$ cat config.mk
export PLATFORM = sky130hd
export DESIGN_NAME = instr_sequencer
export DESIGN_NICKNAME = d
export VERILOG_FILES = /design/src/rtl/instr_sequencer.sv
export SDC_FILE = /design/constraint.sdc
export NUM_CORES = 1
export LEC_CHECK = 0
export ABC_AREA = 1
export CAP_MARGIN = 20
export CORE_UTILIZATION = 68
export DETAILED_ROUTE_END_ITERATION = 8
export DONT_BUFFER_PORTS = 1
export PLACE_DENSITY = 0.82
export SYNTH_ARGS = -nofsm -noshare
export SYNTH_HDL_FRONTEND = slang
export SYNTH_SLANG_ARGS = --single-unit
$ cat constraint.sdc
create_clock -name clk -period 10.3 [get_ports clk]
set_clock_uncertainty 0.2 [all_clocks]
set_input_delay 1.545 -clock clk [delete_from_list [all_inputs] [get_ports clk]]
set_output_delay 1.545 -clock clk [all_outputs]
set_load 0.01 [all_outputs]
$ cat src/rtl/instr_sequencer.sv
// -----------------------------------------------------------------------------
// instr_sequencer
//
// Instruction issue controller sitting in front of a processor core's
// instruction input. A small program store is filled word-by-word through a
// load port while the sequencer is not busy. On start it walks the store from
// PC 0 and fetches one word per FETCH cycle. It presents each non-zero word to
// the core with a valid/ready handshake. It stops on the HALT word (all zeros)
// or flags an error if the PC would run past the last word.
//
// Ports
//   clk          rising-edge clock
//   rst_n        asynchronous active-low reset (program store is not cleared)
//   load_en      write load_data to load_addr (ignored while busy)
//   load_addr    program store write address
//   load_data    program word
//   start        begin execution at PC 0 (ignored while busy)
//   abort        return to IDLE next cycle; highest priority
//   instr_out    instruction presented to the core
//   instr_valid  instr_out is valid
//   instr_ready  core accepts instr_out this cycle
//   pc_out       address of the current/last fetched word
//   busy         state is FETCH or ISSUE
//   done         HALT reached; held until next start (cleared by abort)
//   err          PC overran DEPTH-1; held until next start (cleared by abort)
//   issue_cnt    instructions accepted since last start (saturating)
// -----------------------------------------------------------------------------
module instr_sequencer #(
    parameter int DEPTH = 16,
    parameter int AW    = 4
) (
    input  logic          clk,
    input  logic          rst_n,
    input  logic          load_en,
    input  logic [AW-1:0] load_addr,
    input  logic [31:0]   load_data,
    input  logic          start,
    input  logic          abort,
    output logic [31:0]   instr_out,
    output logic          instr_valid,
    input  logic          instr_ready,
    output logic [AW-1:0] pc_out,
    output logic          busy,
    output logic          done,
    output logic          err,
    output logic [AW:0]   issue_cnt
);

    localparam logic [AW-1:0] LAST_PC = AW'(DEPTH - 1);

    typedef enum logic [2:0] {
        S_IDLE,
        S_FETCH,
        S_ISSUE,
        S_HALTED,
        S_ERROR
    } state_t;

    state_t        r_state;
    state_t        w_state_nxt;

    logic [31:0]   r_mem [DEPTH];

    logic [31:0]   r_instr;
    logic          r_valid;
    logic [AW-1:0] r_pc;
    logic          r_busy;
    logic          r_done;
    logic          r_err;
    logic [AW:0]   r_cnt;

    logic [31:0]   w_instr_nxt;
    logic          w_valid_nxt;
    logic [AW-1:0] w_pc_nxt;
    logic          w_busy_nxt;
    logic          w_done_nxt;
    logic          w_err_nxt;
    logic [AW:0]   w_cnt_nxt;

    logic [31:0]   w_fetch_word;
    logic          w_last_pc;
    logic          w_accept;
    logic          w_load_ok;

    assign w_fetch_word = r_mem[r_pc];
    assign w_last_pc    = (r_pc == LAST_PC);
    // An accept coinciding with abort is dropped and not counted.
    assign w_accept     = (r_state == S_ISSUE) && r_valid && instr_ready && !abort;
    assign w_load_ok    = load_en && !r_busy;

    // ------------------------------------------------------------------
    // Program store: no reset, so a program survives rst_n. Because the
    // write lands on the same edge that moves IDLE->FETCH, the FETCH read
    // of the following cycle already sees a word loaded alongside start.
    // ------------------------------------------------------------------
    always_ff @(posedge clk) begin
        if (w_load_ok) begin
            r_mem[load_addr] <= load_data;
        end
    end

    // ------------------------------------------------------------------
    // State register
    // ------------------------------------------------------------------
    always_ff @(posedge clk or negedge rst_n) begin
        if (!rst_n) begin
            r_state <= S_IDLE;
        end else begin
            r_state <= w_state_nxt;
        end
    end

    // ------------------------------------------------------------------
    // Next-state logic
    // ------------------------------------------------------------------
    always_comb begin
        w_state_nxt = r_state;
        case (r_state)
            S_IDLE, S_HALTED, S_ERROR: begin
                if (start) begin
                    w_state_nxt = S_FETCH;
                end
            end
            S_FETCH: begin
                w_state_nxt = (w_fetch_word == '0) ? S_HALTED : S_ISSUE;
            end
            S_ISSUE: begin
                if (r_valid && instr_ready) begin
                    w_state_nxt = w_last_pc ? S_ERROR : S_FETCH;
                end
            end
            default: w_state_nxt = S_IDLE;
        endcase
        if (abort) begin
            w_state_nxt = S_IDLE;
        end
    end

    // ------------------------------------------------------------------
    // Output / datapath next values. Every output is registered so the
    // core sees glitch-free signals that change only on clock edges.
    // ------------------------------------------------------------------
    always_comb begin
        w_instr_nxt = r_instr;
        w_valid_nxt = r_valid;
        w_pc_nxt    = r_pc;
        w_done_nxt  = r_done;
        w_err_nxt   = r_err;
        w_cnt_nxt   = r_cnt;

        if (abort) begin
            // pc_out and issue_cnt keep their last values for inspection.
            w_valid_nxt = 1'b0;
            w_done_nxt  = 1'b0;
            w_err_nxt   = 1'b0;
        end else begin
            case (r_state)
                S_IDLE, S_HALTED, S_ERROR: begin
                    if (start) begin
                        w_pc_nxt   = '0;
                        w_done_nxt = 1'b0;
                        w_err_nxt  = 1'b0;
                        w_cnt_nxt  = '0;
                    end
                end
                S_FETCH: begin
                    w_instr_nxt = w_fetch_word;
                    if (w_fetch_word == '0) begin
                        w_done_nxt = 1'b1;
                    end else begin
                        w_valid_nxt = 1'b1;
                    end
                end
                S_ISSUE: begin
                    if (w_accept) begin
                        w_valid_nxt = 1'b0;
                        if (r_cnt != '1) begin
                            w_cnt_nxt = r_cnt + 1'b1;
                        end
                        // The PC never wraps; the last slot must hold HALT.
                        if (w_last_pc) begin
                            w_err_nxt = 1'b1;
                        end else begin
                            w_pc_nxt = r_pc + 1'b1;
                        end
                    end
                end
                default: begin
                    w_valid_nxt = 1'b0;
                end
            endcase
        end

        w_busy_nxt = (w_state_nxt == S_FETCH) || (w_state_nxt == S_ISSUE);
    end

    // ------------------------------------------------------------------
    // Output registers
    // ------------------------------------------------------------------
    always_ff @(posedge clk or negedge rst_n) begin
        if (!rst_n) begin
            r_instr <= '0;
            r_valid <= 1'b0;
            r_pc    <= '0;
            r_busy  <= 1'b0;
            r_done  <= 1'b0;
            r_err   <= 1'b0;
            r_cnt   <= '0;
        end else begin
            r_instr <= w_instr_nxt;
            r_valid <= w_valid_nxt;
            r_pc    <= w_pc_nxt;
            r_busy  <= w_busy_nxt;
            r_done  <= w_done_nxt;
            r_err   <= w_err_nxt;
            r_cnt   <= w_cnt_nxt;
        end
    end

    assign instr_out   = r_instr;
    assign instr_valid = r_valid;
    assign pc_out      = r_pc;
    assign busy        = r_busy;
    assign done        = r_done;
    assign err         = r_err;
    assign issue_cnt   = r_cnt;

endmodule
==> results of run 1 <==
## state kept, by name (all words and copies together), names as in the netlist
| signal | cells |
|---|---|
| r_mem | 512 |
| r_state | 3 |
| pc_out | 4 |
| issue_cnt | 5 |
| done | 1 |
| instr_valid | 1 |
| busy | 1 |
| err | 1 |
| instr_out | 32 |
## cell type report
type / instances / share of cell area
multi-input cells: 1308 / 0.221
diodes: 1 / 0.0000970
flip-flops and latches: 560 / 0.643
well taps: 448 / 0.0217
clock inverters: 24 / 0.0114
repair buffers: 29 / 0.00892
clock buffers: 77 / 0.0605
inverters: 233 / 0.0341
## worst max-delay path by stage
stage | from | to | slack [ns] | cells after the start
2_1_floorplan | load_en | r_mem[10][0] | 5.52 | 4
3_3_place_gp | pc_out[0] | busy | 5.23 | 16
3_5_place_dp | pc_out[0] | busy | 5.10 | 16
4_1_cts | pc_out[0] | busy | 5.09 | 16
5_1_grt | pc_out[0] | instr_valid | 4.55 | 17
6_report | pc_out[0] | busy | 4.95 | 16
## per-stage QoR
step	instances	cell area (um^2)	setup slack (ns)	utilization
6_report	2680	25800	4.95	0.762
5_1_grt	2679	25800	4.55	0.762
4_1_cts	2678	25800	5.09	0.761
3_5_place_dp	2577	23900	5.10	0.706
3_3_place_gp	2577	23900	5.23	0.706
2_1_floorplan	2215	23700	5.52	-
## kinds of logic after synthesis
logic type	Yosys count	share of synthesized area
and+or+nand+nor	1122	0.193
buffers and inverters	347	0.0635
DFF	560	0.701
adders and majority gates	3	0.00159
AOI/OAI and AO/OA	183	0.0414
## per-layer routing
layer	vias to the layer above	GRT usage	share of wire
li1	7264	-	-
met1	7663	0.448	0.36
met5	-	0	0
met2	1084	0.526	0.47
met3	196	0.0728	0.13
met4	0	0.150	0.045
## critical path, stage by stage (launching register included)
cell and delay (ns):
sky130_fd_sc_hd__dfrtp_4 1.00, sky130_fd_sc_hd__buf_4 0.86, sky130_fd_sc_hd__buf_4 0.81, sky130_fd_sc_hd__buf_4 0.79
sky130_fd_sc_hd__o21ai_0 0.21, sky130_fd_sc_hd__nand2_1 0.09, sky130_fd_sc_hd__nand2_1 0.06, sky130_fd_sc_hd__nand2_1 0.06
sky130_fd_sc_hd__nand3_1 0.10, sky130_fd_sc_hd__nand2_1 0.17, sky130_fd_sc_hd__nand2_1 0.09, sky130_fd_sc_hd__nor2_1 0.09
sky130_fd_sc_hd__nand2_1 0.15, sky130_fd_sc_hd__nor2_2 0.20, sky130_fd_sc_hd__nand3_2 0.10, sky130_fd_sc_hd__nand3_1 0.08
sky130_fd_sc_hd__nand2_1 0.06
## power breakdown
part	leakage [nW]	switching (mW)	internal, mW
combinational	4.24	0.378	0.154
sequential	5.24	0.124	2.57
clock	0.914	0.813	1.23
## synth_stat cells (2+ instances only)
library cell                 n  area, um^2
sky130_fd_sc_hd__buf_6      14         158
sky130_fd_sc_hd__edfxtp_1  512       15400
sky130_fd_sc_hd__o21ai_1    50         250
sky130_fd_sc_hd__nor3_1     45         225
sky130_fd_sc_hd__nand2_1   760        2850
sky130_fd_sc_hd__buf_2      55         275
sky130_fd_sc_hd__o21ai_0    78         390
sky130_fd_sc_hd__nor2_1    124         465
sky130_fd_sc_hd__clkbuf_1   27         101
sky130_fd_sc_hd__or2_1      30         188
sky130_fd_sc_hd__buf_1      12        45.0
sky130_fd_sc_hd__a21oi_1    31         155
sky130_fd_sc_hd__nand3_1   155         776
sky130_fd_sc_hd__nor4_1      2        12.5
sky130_fd_sc_hd__buf_4       6        45.0
sky130_fd_sc_hd__nor2_2      2        12.5
sky130_fd_sc_hd__dfrtp_1    48        1200
sky130_fd_sc_hd__ha_1        3        37.5
sky130_fd_sc_hd__inv_1     229         860
sky130_fd_sc_hd__o211ai_1   20         150
sky130_fd_sc_hd__inv_2       2        7.51
==> summary by stage, run 1 <==
Run status
The flow ran to the end, but the final reports show violations. The checks that failed: design-rule violations.

Die
In this run the horizontal extent of the chip is 189 um. The die height is 189 um. The floorplan has 67 rows.

The floorplan step defined a die boundary enclosing 35500 um^2. The area inside the core boundary is 33900 um^2. The count of pins on the block boundary is 87. For this configuration, the core starts out at a cell density of 0.699.

Timing
Setup repair after global routing left no endpoint under its margin. The shortest clock period the worst path allows after layout is 5.35 ns. The number of setup violations in the final report is 0.

The peak clock frequency supported by timing is 0.187 GHz. The max-slew violation count is 0. The slew at the pin closest to its max-slew limit is 1.05 ns.

The hold violation count in the final report came to 0. In this run the tightest slew margin relative to its limit is 0.303. The share of the cycle needed by the critical path after routing is 0.519.

On the final layout, the worst hold slack is 0.350 ns. The summed negative setup slack over all endpoints is 0 ns.

Global route
The initial antenna violation count is 3. The residual overflow from global routing is 0. The first global-routing pass estimated 87900 um of wire. Entering global routing, the biggest net connects 94 pins. The number of global-route vias before repair is 15700. In the global route stage, overall resource usage came out at 0.333.

Logic synthesis
Yosys printed 0 warnings. Yosys mapped the design onto 31 distinct sky130hd cell types. After synthesis the cells add up to 23700 um^2. The number of flops mapped to enable cells by yosys is 512. When the netlist entered floorplanning its net count stood at 2260. After technology mapping, the gate count stands at 2215.

For this run, asynchronously set or reset flops after synthesis account for 0.0857. The register area share after synthesis is 0.701. The primary flip-flop cell chosen by synthesis mapping is sky130_fd_sc_hd__edfxtp_1. In this run, synthesis produced a sequential element count of 560. The synthesized area per cell is 10.7 um^2.

Route
Wires add up to 58200 um. Dividing the detail-routed via count by the number of cells gives 6.05. The routed layout has 16200 vias. The final routed DRC violation total is 3. The remaining number of nets flagged by the antenna check after routing is 0. The final routed wire length divided by cell count is 21.7 um. The first detailed-routing pass took 8 iterations. The violation count after the first detailed-route iteration is 1980.

Clock tree
The CTS tree is done. The number of CTS-inserted buffers is 54. The insertion delay of the later-clocked pin in the worst-skew pair is 0.58 ns. Clock-pin slew was measured on the worst setup and hold paths at 0.06 ns. After clock tree synthesis, the repair step resized 0 gates. The maximum number of buffers from clock root to sink is 3.

In this run the post-CTS setup repair buffer count came out at 0. The tree built by TritonCTS fans out to 560 sinks. In this run, post-CTS hold repair placed 0 buffers.

The H-tree generated during clock tree synthesis spans 2 levels. The tree is rooted in a sky130_fd_sc_hd__clkbuf_16.

Worst setup path
The worst setup slack for register-to-register paths is 4.95 ns. The class of the most critical setup path is reg -> reg. The kind of launch point of the worst setup path is a flip-flop.

The startpoint of the lowest-slack register-to-register path is pc_out[0]. Along the worst path, the maximum fanout reaches 93. The terminus of the critical flop-to-flop path is busy. STA classifies the critical path endpoint as a flip-flop. Data arrives at the worst endpoint at 5.62 ns. The worst reg2reg path depth is 16.

The worst endpoint required time is 10.57 ns.

Power
In this run the static leakage power is 10.4 nW. The total power draw is 5.27 mW. The power per cell area is 204 nW/um^2. The maximum ir drop on the vdd rail is 0.000165 V.

Hold path
The worst hold path passes through 2 cells. The launch point of the worst hold path is instr_out[23]. The path with the worst hold slack has its endpoint at instr_out[23]. In this run the worst hold path is classified as reg -> reg.

Layout
Across the whole layout, storage elements account for 16600 um^2. The total area of multi-input combinational cells is 5690 um^2. Leaving out fill and tap cells, the most frequent cell in the layout is sky130_fd_sc_hd__nand2_1.

The net count of the finished layout is 2231. The fraction of layout cells with a size suffix above 1 is 0.0619. The final-layout fill cell count is 2003. The library cells used most frequently in the layout, excluding fill and tap cells, are sky130_fd_sc_hd__nand2_1, sky130_fd_sc_hd__edfxtp_1, sky130_fd_sc_hd__inv_1, sky130_fd_sc_hd__nand3_1, sky130_fd_sc_hd__nor2_1. Relative to the synthesized area, the layout overhead comes to 9.06%.

Place
The placed wire-length estimate is 29300 um. The quantity of I/O buffers inserted on ports is 0. The congestion estimate from routability-driven global placement came to 0.897.

Flow run
The max-capacitance violation count is 0.
Power figures use the tool's default switching activity.
==> inputs of run 2 (changes only) <==
Settings changed: CORE_UTILIZATION 68 to 57, PLACE_DENSITY 0.82 to 0.73.
Clock period 10.3 ns to 4.6 ns, I/O delays scaled along.
==> run 2 against run 1 <==
- critical path depth down 2
- worst setup slack worse by 3.7 ns
- register-to-register slack worse by 3.7 ns
- the run now ends clean
- final cell count up 4.7%
- worst hold slack worse by 0.29 ns
- non-clock buffer count up 45
==> summary by stage, run 2 (synthesized netlist as in run 1, its figures left out) <==
Run status
Run status: completed (was finished with violations).

Die
The row count is 74 (was 67). The full die area came to 42300 um^2 (was 35500 um^2). The chip width is 206 um (was 189 um). The count of pins on the block boundary was 87 (unchanged). The area inside the core boundary is 40900 um^2 (was 33900 um^2). The die height is 206 um (was 189 um). The initial core utilization is 0.578 (was 0.699).

Timing
The shortest clock period the worst path allows after layout is 3.35 ns (was 5.35 ns). The share of the cycle needed by the critical path after routing was 0.728 (was 0.519). The number of setup violations in the final report is 0 (unchanged). The max-slew violation count was 0 (unchanged).

The hold violation count in the final report is 0 (unchanged). Setup repair after global routing missed its margin: false (unchanged). The summed negative setup slack over all endpoints is 0 ns (unchanged).

The peak clock frequency supported by timing came to 0.299 GHz (was 0.187 GHz). The max-slew headroom at the worst pin is 0.284 (was 0.303). The slew at the pin closest to its max-slew limit is 1.07 ns (was 1.05 ns).

Global route
The residual overflow from global routing was 0 (unchanged). The wire length of the first global-routing pass came to 86500 um (was 87900 um). The maximum number of pins on one net before global-route repair is 185 (was 94).

The total routing resource utilization after global routing is 0.276 (was 0.333). The initial antenna violation count was 3 (unchanged). The number of global-route vias before repair is 14800 (was 15700).

Clock tree
The maximum number of buffers from clock root to sink was 3 (unchanged). The post-CTS clock slew at the launch and capture registers of the worst setup and hold paths is 0.06 ns (about the same). The number of H-tree levels was 2 (unchanged). The insertion delay of the later-clocked pin in the worst-skew pair came to 0.59 ns (was 0.58 ns).

The buffer type at the clock tree root is sky130_fd_sc_hd__clkbuf_16 (unchanged). The clock sink count is 560 (unchanged). The post-cts gate resize count is 0 (unchanged). The number of CTS-inserted buffers is 54 (unchanged). The CTS tree is done (unchanged).

Worst setup path
The critical path depth in cells was 14 (was 16). The origin of the worst setup path is pc_out[0] (unchanged). The largest fanout of any net on the critical path is 184 (was 93).

Cell Chain, Critical Path: buf_12, nand2_4, nor2_1, nor3_1, nand2_1, nand3_1, nand2_1, nand2_1, nor2_1, nand2_1, nor2_2, nand3_2, nand3_1, nand2_1 (was buf_4, buf_4, buf_4, o21ai_0, nand2_1, nand2_1, nand2_1, nand3_1, nand2_1, nand2_1, nor2_1, nand2_1, nor2_2, nand3_2, nand3_1, nand2_1). The class of the most critical setup path is reg -> reg (unchanged). The worst setup slack for register-to-register paths is 1.25 ns (was 4.95 ns).

The slowest stage cell on the critical path is sky130_fd_sc_hd__buf_12 (was sky130_fd_sc_hd__dfrtp_4). The startpoint of the lowest-slack register-to-register path is pc_out[0] (unchanged). The cell type with the highest occurrence count on the critical path is sky130_fd_sc_hd__nand2_1 (unchanged). The highest cell delay on the worst timing path came to 0.48 ns (was 1.00 ns). The critical path capture point type was a flip-flop (unchanged).

The worst reg2reg path depth is 14 (was 16). The kind of launch point of the worst setup path is a flip-flop (unchanged). The endpoint arrival time on the critical path is 3.62 ns (was 5.62 ns). The sum of buffers and inverters on the critical path is 1 (was 3).

The worst endpoint required time was 4.87 ns (was 10.57 ns). The dominant delay contributor by cell family on the critical path is simple AND/OR/NAND/NOR gates (was buffers and inverters).

Layout
The final-layout fill cell count is 3049 (was 2003). The most common cell after layout, fill and taps aside is sky130_fd_sc_hd__nand2_1 (unchanged). The fraction of layout cells with a size suffix above 1 came to 0.0620 (was 0.0619).

The most flop-heavy register is r_mem (unchanged). The layout overhead on the synthesized area is 10.6% (was 9.06%). The sequential standard cell area came to 16600 um^2 (unchanged). The total area of multi-input combinational cells came to 5690 um^2 (unchanged). Most frequent cells in the layout: sky130_fd_sc_hd__nand2_1, sky130_fd_sc_hd__edfxtp_1, sky130_fd_sc_hd__inv_1, sky130_fd_sc_hd__nand3_1, sky130_fd_sc_hd__nor2_1 (unchanged). The final design utilization came to 0.639 (was 0.762). The number of flip-flops in the largest register is 512 (unchanged).

The final cell count without fillers is 2807 (was 2680). The final instance area is 26200 um^2 (was 25800 um^2). The net count of the finished layout is 2276 (was 2231).

Route
The number of search-and-repair iterations in the first detailed-routing pass is 5 (was 8). The remaining number of nets flagged by the antenna check after routing was 0 (unchanged). The final routed DRC violation total was 0 (was 3). The violation count after the first detailed-route iteration is 1838 (was 1980). The final routed wire length divided by cell count is 20.6 um (was 21.7 um). The vias after detailed routing is 15800 (was 16200).

The wire length after detailed routing is 57800 um (was 58200 um). The per-cell via count in the routed design is 5.64 (was 6.05).

Place
The global placement routability congestion came to 0.843 (was 0.897). The instance count after placement with tap cells included was 2671 (was 2577). The quantity of I/O buffers inserted on ports is 0 (unchanged). The placement-stage cell area is 24200 um^2 (was 23900 um^2). The placed wire-length estimate came to 31000 um (was 29300 um).

Hold path
The launch point of the worst hold path is abort (was instr_out[23]). The count of cells along the worst hold path is 3 (was 2). The class of the tightest hold or removal check is in -> reg (was reg -> reg).

Flow run
The max-capacitance violation count came to 0 (unchanged).

Power
The total power draw came to 11.4 mW (was 5.27 mW). The power per cell area is 434 nW/um^2 (was 204 nW/um^2). The leakage power summed over all cells is 10.5 nW (was 10.4 nW). The maximum ir drop on the vdd rail is 0.000242 V (was 0.000165 V).
-- run 2: final timing paths --
check / to
hold reg to reg: instr_out[14]
min in group asynchronous: instr_valid
setup reg to reg: busy
hold / removal: instr_valid
max in group asynchronous: pc_out[1]
setup / recovery: busy
-- run 2: timing repair --
item	in CTS	in global routing
buffers inserted	0	0
hold buffers	35	0
endpoints found under the hold margin	564	0
-- run 2: stage by stage --
step | worst slack (ns) | hold slack (ns)
2_1_floorplan | 0.680 | 0.194
3_3_place_gp | 1.34 | 0.195
3_5_place_dp | 1.31 | 0.195
4_1_cts | 1.30 | 0.0442
5_1_grt | 1.08 | 0.0610
6_report | 1.25 | 0.0579
-- run 2: final cells by class --
class	count	share of cell area
Antenna cell	1	0.0000956
Clock buffer	74	0.0568
Clock inverter	25	0.00464
Inverter	233	0.0336
Multi-Input combinational cell	1308	0.217
Sequential cell	560	0.634
Tap cell	532	0.0254
Timing Repair Buffer	74	0.0281
-- run 2: layer usage --
| metal | vias to the layer above | routed length (um) | share of wire | track usage |
|---|---|---|---|---|
| met5 | - | 27 | 0.00047 | 0 |
| met2 | 764 | 27100 | 0.47 | 0.443 |
| met4 | 4 | 1990 | 0.034 | 0.107 |
| met1 | 7581 | 22600 | 0.39 | 0.371 |
| met3 | 140 | 6040 | 0.10 | 0.0575 |
| li1 | 7354 | - | - | - |
-- run 2: worst reg2reg max path, cell delays in order (launching register included) --
cell and delay (ns):
sky130_fd_sc_hd__dfrtp_4 0.47, sky130_fd_sc_hd__buf_12 0.48, sky130_fd_sc_hd__nand2_4 0.61, sky130_fd_sc_hd__nor2_1 0.20
sky130_fd_sc_hd__nor3_1 0.07, sky130_fd_sc_hd__nand2_1 0.08, sky130_fd_sc_hd__nand3_1 0.09, sky130_fd_sc_hd__nand2_1 0.13
sky130_fd_sc_hd__nand2_1 0.11, sky130_fd_sc_hd__nor2_1 0.25, sky130_fd_sc_hd__nand2_1 0.12, sky130_fd_sc_hd__nor2_2 0.16
sky130_fd_sc_hd__nand3_2 0.12, sky130_fd_sc_hd__nand3_1 0.09, sky130_fd_sc_hd__nand2_1 0.05
-- run 2: report_power, final --
part           leakage [nW]  internal (mW)  switching (mW)
Combinational          4.46          0.385           0.930
Clock                 0.793           2.25            1.79
Sequential             5.24           5.75           0.245
Total                  10.5           8.39            2.97
